[src/rtl/spi_sample_responder.sv]
// SPI slave that streams AXI-Stream samples out MSB first, one sample per chipselect frame.
// Define SPI_RESPONDER_REPEAT_LAST_EN to resend the last loaded sample on underrun (default: zeros).
module spi_sample_responder #(
    parameter int DATA_WIDTH  = 16,
    parameter int LEAD_ZEROS  = 0,
    parameter int SYNC_STAGES = 2
) (
    input  logic                  s00_axis_aclk,
    input  logic                  s00_axis_aresetn,
    input  logic [DATA_WIDTH-1:0] s00_axis_tdata,
    input  logic                  s00_axis_tvalid,
    output logic                  s00_axis_tready,
    input  logic                  spi_clock,
    input  logic                  spi_chipselect,
    output logic                  spi_data,
    output logic                  frame_done,
    output logic                  frame_abort,
    output logic [15:0]           underrun_count
);

    localparam int FRAME_BITS = LEAD_ZEROS + DATA_WIDTH;
    localparam int CNT_W      = $clog2(FRAME_BITS + 1);
    localparam logic [CNT_W-1:0] LAST_BIT = CNT_W'(FRAME_BITS - 1);

    typedef enum logic [1:0] {IDLE, LOAD, SHIFT, HOLD} state_t;

    state_t                  state;
    logic [SYNC_STAGES-1:0]  sclk_sync, cs_sync;
    logic                    sclk_q, cs_q;
    logic                    sclk_rise, sclk_fall, cs_rise, cs_fall;
    logic                    seen_rise;
    logic [FRAME_BITS-1:0]   shreg, frame_word;
    logic [CNT_W-1:0]        bit_cnt;
    logic [DATA_WIDTH-1:0]   fifo_mem [2];
    logic                    wr_ptr, rd_ptr;
    logic [1:0]              fifo_count, count_next;
    logic                    push, pop;
    logic [DATA_WIDTH-1:0]   load_sample, underrun_word;

    // Synchronizers reset low so a frame already in progress at reset release
    // is never seen as starting: a chipselect rise must come before a fall.
    // NOTE: every register written in always_ff uses <=, so all flops sample the same pre-edge values.
    always_ff @(posedge s00_axis_aclk or negedge s00_axis_aresetn) begin
        if (!s00_axis_aresetn) begin
            sclk_sync <= '0;
            cs_sync   <= '0;
            sclk_q    <= 1'b0;
            cs_q      <= 1'b0;
        end else begin
            sclk_sync <= {sclk_sync[SYNC_STAGES-2:0], spi_clock};
            cs_sync   <= {cs_sync[SYNC_STAGES-2:0], spi_chipselect};
            sclk_q    <= sclk_sync[SYNC_STAGES-1];
            cs_q      <= cs_sync[SYNC_STAGES-1];
        end
    end

    assign sclk_rise = sclk_sync[SYNC_STAGES-1] & ~sclk_q;
    assign sclk_fall = ~sclk_sync[SYNC_STAGES-1] & sclk_q;
    assign cs_rise   = cs_sync[SYNC_STAGES-1] & ~cs_q;
    assign cs_fall   = ~cs_sync[SYNC_STAGES-1] & cs_q;

    assign push       = s00_axis_tvalid & s00_axis_tready;
    assign pop        = (state == LOAD) && (fifo_count != 2'd0);
    assign count_next = fifo_count + {1'b0, push} - {1'b0, pop};

    // NOTE: FIFO storage has no reset; the pointers and count alone define what is valid.
    always_ff @(posedge s00_axis_aclk) begin
        if (push) fifo_mem[wr_ptr] <= s00_axis_tdata;
    end

    always_ff @(posedge s00_axis_aclk or negedge s00_axis_aresetn) begin
        if (!s00_axis_aresetn) begin
            wr_ptr          <= 1'b0;
            rd_ptr          <= 1'b0;
            fifo_count      <= 2'd0;
            s00_axis_tready <= 1'b0;
        end else begin
            if (push) wr_ptr <= ~wr_ptr;
            if (pop)  rd_ptr <= ~rd_ptr;
            fifo_count      <= count_next;
            s00_axis_tready <= (count_next != 2'd2);
        end
    end

`ifdef SPI_RESPONDER_REPEAT_LAST_EN
    logic [DATA_WIDTH-1:0] last_sample;

    always_ff @(posedge s00_axis_aclk or negedge s00_axis_aresetn) begin
        if (!s00_axis_aresetn) last_sample <= '0;
        else if (pop)          last_sample <= fifo_mem[rd_ptr];
    end

    assign underrun_word = last_sample;
`else
    assign underrun_word = '0;
`endif

    // NOTE: defaults first so every path assigns and no latch is inferred.
    always_comb begin
        load_sample = underrun_word;
        if (fifo_count != 2'd0) load_sample = fifo_mem[rd_ptr];
        frame_word = FRAME_BITS'(load_sample);
    end

    always_ff @(posedge s00_axis_aclk or negedge s00_axis_aresetn) begin
        if (!s00_axis_aresetn) begin
            state          <= IDLE;
            shreg          <= '0;
            bit_cnt        <= '0;
            seen_rise      <= 1'b0;
            spi_data       <= 1'b0;
            frame_done     <= 1'b0;
            frame_abort    <= 1'b0;
            underrun_count <= '0;
        end else begin
            frame_done  <= 1'b0;
            frame_abort <= 1'b0;
            if (state != IDLE && sclk_rise) seen_rise <= 1'b1;

            case (state)
                IDLE: begin
                    spi_data <= 1'b0;
                    if (cs_fall) begin
                        state     <= LOAD;
                        seen_rise <= 1'b0;
                    end
                end
                LOAD: begin
                    if (fifo_count == 2'd0 && underrun_count != 16'hFFFF)
                        underrun_count <= underrun_count + 16'd1;
                    if (cs_rise) begin
                        state       <= IDLE;
                        spi_data    <= 1'b0;
                        frame_abort <= 1'b1;
                    end else begin
                        spi_data <= frame_word[FRAME_BITS-1];
                        shreg    <= frame_word << 1;
                        bit_cnt  <= CNT_W'(1);
                        state    <= (FRAME_BITS == 1) ? HOLD : SHIFT;
                    end
                end
                SHIFT: begin
                    if (cs_rise) begin
                        state       <= IDLE;
                        spi_data    <= 1'b0;
                        frame_abort <= 1'b1;
                    end else if (sclk_fall && seen_rise) begin
                        spi_data <= shreg[FRAME_BITS-1];
                        shreg    <= shreg << 1;
                        bit_cnt  <= bit_cnt + CNT_W'(1);
                        if (bit_cnt == LAST_BIT) state <= HOLD;
                    end
                end
                HOLD: begin
                    if (cs_rise) begin
                        state      <= IDLE;
                        spi_data   <= 1'b0;
                        frame_done <= 1'b1;
                    end else if (sclk_fall && seen_rise) begin
                        spi_data <= 1'b0;
                    end
                end
                default: state <= IDLE;
            endcase
        end
    end

endmodule

[config.mk]
export PLATFORM = sky130hd
export DESIGN_NAME = spi_sample_responder
export DESIGN_NICKNAME = d
export VERILOG_FILES = /design/src/rtl/spi_sample_responder.sv
export SDC_FILE = /design/constraint.sdc
export NUM_CORES = 1
export LEC_CHECK = 0
export ABC_AREA = 1
export CORE_MARGIN = 4
export CORE_UTILIZATION = 57
export DETAILED_ROUTE_END_ITERATION = 8
export DONT_BUFFER_PORTS = 1
export PLACE_DENSITY_LB_ADDON = 0.1
export SETUP_SLACK_MARGIN = 0.2
export SLEW_MARGIN = 20
export SYNTH_ARGS = -nofsm -noshare
export SYNTH_HDL_FRONTEND = slang
export SYNTH_SLANG_ARGS = --single-unit
export TNS_END_PERCENT = 1
[constraint.sdc]
create_clock -name s00_axis_aclk -period 1.7 [get_ports s00_axis_aclk]
set_input_delay 0.17 -clock s00_axis_aclk [delete_from_list [all_inputs] [get_ports s00_axis_aclk]]
set_output_delay 0.17 -clock s00_axis_aclk [all_outputs]
set_load 0.01 [all_outputs]
# Word-level counts from Yosys, hierarchy flattened
# Memory sizes are Yosys's and may differ from the RTL's.
# Cells that the tools add are included.
# W data, S select, Z words.
classes:
  eq_ne: 14
  muxes: 30
  bitwise_logic: 11
  n_reduce_logical: 14
  addsub: 4
ops:
  columns: ["cell", "n"]
  rows:
  - ["$mux W16", 4]
  - ["$pmux W16 S2", 1]
  - ["$add A16 B1 Y16 const B", 1]
  - ["$ne A16 B16 Y1 const B", 1]
  - ["$mux W5", 3]
  - ["$mux W1", 13]
  - ["$mux W2", 6]
  - ["$ne A2 B2 Y1 const B", 6]
  - ["$pmux W5 S2", 1]
  - ["$ne A3 B3 Y1 const B", 3]
  - ["$pmux W2 S4", 1]
  - ["$reduce_and A4 Y1", 2]
  - ["$not A1 Y1", 6]
  - ["$reduce_bool A2 Y1", 3]
  - ["$add A5 B1 Y5 const B", 1]
  - ["$and A1 B1 Y1", 5]
  - ["$eq A5 B4 Y1 const B", 1]
  - ["$eq A2 B2 Y1 const B", 2]
  - ["$logic_and A1 B1 Y1", 4]
  - ["$logic_not A2 Y1", 2]
  - ["$pmux W1 S4", 1]
  - ["$reduce_and A2 Y1", 2]
  - ["$add A2 B1 Y2", 1]
  - ["$eq A2 B1 Y1 const B", 1]
  - ["2 further kinds", 2]
word_totals:
  memories: 1
  wordCells: 90
  ff_bits: 54
  out_inout_bits: 20
  in_bits: 21
  mem_bits_rw: 32
mem_list:
  columns: ["memory", "words", "word_bits", "rd", "rd_clocked_by_memory_dff", "write_ports", "line_no", "text"]
  rows:
  - ["fifo_mem", 2, 16, 1, 0, 1, "34", "logic [DATA_WIDTH-1:0] fifo_mem [2];"]

# Logic depth before layout (Yosys ltp)
logic_depth:
  ltp_word: 6
  mapped_depth: 10
  mapped_depth_nobuf: 9

# Worst setup path before layout
# OpenSTA, ideal clock, no wires.
synth_timing:
  kind: "reg-to-reg"
  from: "register state[1]"
  to: "register s00_axis_tready"
  path_stages_with_launch: 11
  path_buffers: 1
  required_ps: 1575
  t_arrival_ps: 1685
  setup_slack_ps: -110
  synth_period_minus_slack_ps: 1810
  cell_sequence: "dfrtp_1 -> inv_1 -> ha_1 -> buf_2 -> inv_1 -> nor2_1 -> ha_1 -> inv_1 -> ha_1 -> xnor2_1 -> nand2_1"
synth_between:
  elab_chain_cells: 4
synth_rtl:
  columns: ["item", "line_no", "text"]
  rows:
  - ["start, declared", "27", "state_t state;"]
  - ["start signal, assigned", "139", "state <= (FRAME_BITS == 1) ? HOLD : SHIFT;"]
  - ["$eq A2 B1 Y1", "63", "assign pop = (state == LOAD) && (fifo_count != 2'd0);"]
  - ["$logic_and A1 B1 Y1", "63", null]
  - ["via pop", "37", "logic push, pop;"]
  - ["$sub A2 B1 Y2", "64", "assign count_next = fifo_count + {1'b0, push} - {1'b0, pop};"]
  - ["via count_next[1]", "36", "logic [1:0] fifo_count, count_next;"]
  - ["$ne A2 B2 Y1", "81", "s00_axis_tready <= (count_next != 2'd2);"]
  - ["end signal, assigned", "81", null]
  - ["end, declared", "12", "output logic s00_axis_tready,"]
# The timed path passes the listed nets, and every way through them passes these cells.
# A chain may end at the register's enable or synchronous reset.

# Final worst setup path
layout_timing:
  from: "register state[1]"
  to: "register shreg[1]"
layout_between:
  elab_chain_cells: 3
layout_rtl:
  columns: ["item", "line_no", "text"]
  rows:
  - ["$eq A2 B2 Y1 or $eq A2 B1 Y1 (tied branches)", "120", "case (state)"]
  - ["$ne A2 B2 Y1 (no line) or $reduce_bool A2 Y1 (tied branches)", null, null]
  - ["$reduce_and A4 Y1 (no line)", null, null]
  - ["end signal, assigned", "137", "shreg <= frame_word << 1;"]
  - ["end signal, assigned", "149", "shreg <= shreg << 1;"]
  - ["end, declared", "32", "logic [FRAME_BITS-1:0] shreg, frame_word;"]
# Several ways; a longest one is shown, not always the timed one.

==> results.py <==
metrics = {
    "place": {
        "gp_congestion": 0.862,
        "post-dp-hpwl_um": 4750,
        "dp.cells": 494,
        "io_buffer_count": 0,
    },
    "logic_synthesis": {
        "yosys.cell_types.count": 29,
        "seq_area_frac_synth": 0.593,
        "yosys-top-cells-count": "nand2_1, dfrtp_1, inv_1, edfxtp_1, o21ai_0",
        "ys_async_sr_fraction": 0.624,
        "synth_cells": 408,
        "synth_ff_type": "dfrtp_1",
        "synth.area.top_cells": "dfrtp_1, edfxtp_1, nand2_1",
        "synthMuxAreaShare": 0,
        "synth_top_area_cell": "dfrtp_1",
        "yosysWarnings": 0,
        "synth_edf_count": 32,
        "avgSynthCellArea_um2": 9.45,
        "yosysMostFrequentCell": "nand2_1",
        "syn_area_um2": 3860,
        "synth_adder_area_share": 0.0324,
        "synthesis.nets": 439,
        "synth.ff_latch_count": 85,
        "synthSimpleGateAreaFrac": 0.219,
        "synth_top_family_by_area": "simple AND/OR/NAND/NOR gates",
        "synth-xor-area-share": 0.0272,
        "yosys.area.top_type_share": 0.344,
        "synth_compound_area_frac": 0.0710,
    },
    "setup_path": {
        "required_ns": 1.93,
        "path_max_fanout": 6,
        "crit_buf_inv": 5,
        "cp_cell_sequence": "inv_2 > ha_4 > buf_6 > o21ai_4 > inv_2 > o21ai_4 > buf_12 > clkbuf_16 > nand2_1 > o21ai_0",
        "reg2reg_from": "state[1]",
        "path_delay_family": "buffers and inverters",
        "cp-start-kind": "register",
        "critPathMaxStageDelay_ns": 0.41,
        "critPathCaptureType": "register",
        "critical_path_class": "register to register",
        "regToRegEndpoint": "shreg[1]",
        "crit_slowest_cell": "dfrtp_1",
        "crit_arrival_ns": 1.76,
        "reg2reg_slack_ns": 0.17,
        "r2r_cells": 10,
    },
    "floorplanning": {
        "die_y_um": 90.3,
        "coreArea_um2": 6460,
        "die_w_um": 90.3,
        "pin_count": 41,
        "die_area_um2": 8150,
        "initial_core_util": 0.597,
        "num_rows": 29,
    },
    "power": {
        "power_density_nw_per_um2": 1630,
        "ir_worst_vdd_uv": 1060,
        "p_leak_nw": 2.15,
    },
    "min_path": {
        "min-delay-start": "s00_axis_tvalid",
        "holdPathStages": 2,
        "min_path_type": "input pin to register",
        "hold_path_end": "wr_ptr",
    },
    "global_routing": {
        "antenna_found_initial": 0,
        "grt_pass1_vias": 2811,
        "grt_max_degree": 54,
        "grtUsageTotal": 0.198,
        "grt_pass1_wl_um": 12900,
        "grt.overflow.total": 0,
    },
    "clock_tree": {
        "cts-root-buf": "clkbuf_8",
        "numCtsBuffers": 9,
        "clkLatencyLatePin_ns": 0.36,
        "clk_transition_reported_paths_ns": 0.08,
        "cts_tree": "done",
        "cts_max_path_buffers": 2,
        "clkSinkCount": 85,
        "cts_max_level": 3,
    },
    "drt": {
        "ant_nets": 0,
        "first_pass_iters": 4,
        "drt-total-wl_um": 7830,
        "num_vias": 2886,
        "drc": 0,
        "wl_per_cell_um": 14.4,
        "vias_per_cell": 5.31,
        "drt_iter0_markers": 150,
    },
    "layout": {
        "drive_gt1_frac": 0.195,
        "fin_nets": 493,
        "fill_cells": 448,
        "area.growth.synth_to_final_pct": 24.0,
        "diodes": 0,
        "final_cell_count_no_fill": 544,
    },
    "timing": {
        "fin_setup_tns_ns": 0,
        "hold_viol": 0,
        "setup_viol_count_final": 0,
        "rsz0062_at_grt": "true",
        "slew_viol_final": 0,
        "finalCritPeriodShare": 0.900,
        "fmax_ghz": 0.654,
        "min_period_ns": 1.53,
        "slew_headroom": 0.648,
        "max_slew.worst_pin.slew_ns": 0.528,
        "clock_skew_ns": 0.0116,
    },
    "outcome": {
        "status": "finished clean",
    },
    "run": {
        "drv_cap": 0,
    },
}
registers in the layout, indices dropped and copies added, names as in the netlist:
signal,count
frame_done,1
frame_abort,1
cs_sync,2
fifo_mem,32
sclk_sync,2
rd_ptr,1
fifo_count,2
shreg,15
cs_q,1
state,2
spi_data,1
underrun_count,16
sclk_q,1
wr_ptr,1
s00_axis_tready,1
bit_cnt,5
seen_rise,1
worst max path at each step:
stage,startpoint,to,slack [ns],depth (start not counted)
after floorplan,s00_axis_tready,fifo_mem[1][0],0.10,2
after global placement,fifo_count[0],s00_axis_tready,0.11,7
after detailed placement,state[1],s00_axis_tready,0.04,9
after CTS,state[0],s00_axis_tready,0.16,8
after global routing,state[0],shreg[12],0.09,8
final,state[1],shreg[1],0.17,10
timing repair:
action	in CTS	in global routing
cloned	0	3
buffers inserted	7	4
resized for setup	10	35
pin swaps	3	20
endpoints found under the hold margin	87	0
endpoints found under the setup margin	41	41
hold buffers	20	0
stage by stage:
stage                     worst slack [ns]  cell area, um2  hold WS (ns)   util  total power [mW]
after floorplan                      0.104            3910        -0.126      -              4.83
after global placement               0.112            4080        -0.124  0.632              5.40
after detailed placement            0.0367            4080        -0.124  0.632              5.50
after CTS                            0.164            4620         0.145  0.715              7.36
after global routing                0.0857            4780         0.160  0.741              8.35
final                                0.171            4780         0.145  0.741              7.78
layout by cell type, fill, tap and decap left out, drive strengths merged, types with 8 or more instances in the layout:
master | Yosys | layout
buf | 9 | 32
nand3 | 19 | 19
dlygate4sd3 | 0 | 19
edfxtp | 32 | 32
inv | 41 | 41
clkbuf | 1 | 11
ha | 10 | 10
nor2 | 28 | 28
nand2 | 145 | 145
a22oi | 8 | 8
dfrtp | 53 | 53
xor2 | 8 | 8
o21ai | 26 | 26
power breakdown:
part	internal, mW	total, mW	switching (mW)
Sequential	2.66	2.94	0.285
Combinational	1.44	3.28	1.84
Clock	0.829	1.55	0.726
Total	4.93	7.78	2.85
routing by layer:
layer,GRT usage,up-vias,share of wire
li1,-,1432,-
met1,0.245,1370,0.43
met2,0.334,73,0.50
met3,0.0467,11,0.053
met4,0.0829,0,0.016
met5,0,-,0
final cells by class:
class	instances	area [um2]	share of cell area
multi-input combinational	272	1500	0.314
tap	77	96.3	0.0201
sequential	85	2290	0.479
clock buffer	10	128	0.0267
inverter	41	161	0.0337
timing repair inverter	1	5.00	0.00105
timing repair buffer	52	512	0.107
clock inverter	6	86.3	0.0180
cell families (layout without fill, tap and decap cells):
group	Yosys count	in the layout
flip-flops	85	85
AO/OA/AOI/OAI	48	48
adder cells (fa/ha/maj)	10	10
buffers and inverters	51	110
AND/OR/NAND/NOR	202	202
XOR/XNOR	12	12
Power figures use the tool's default switching activity.
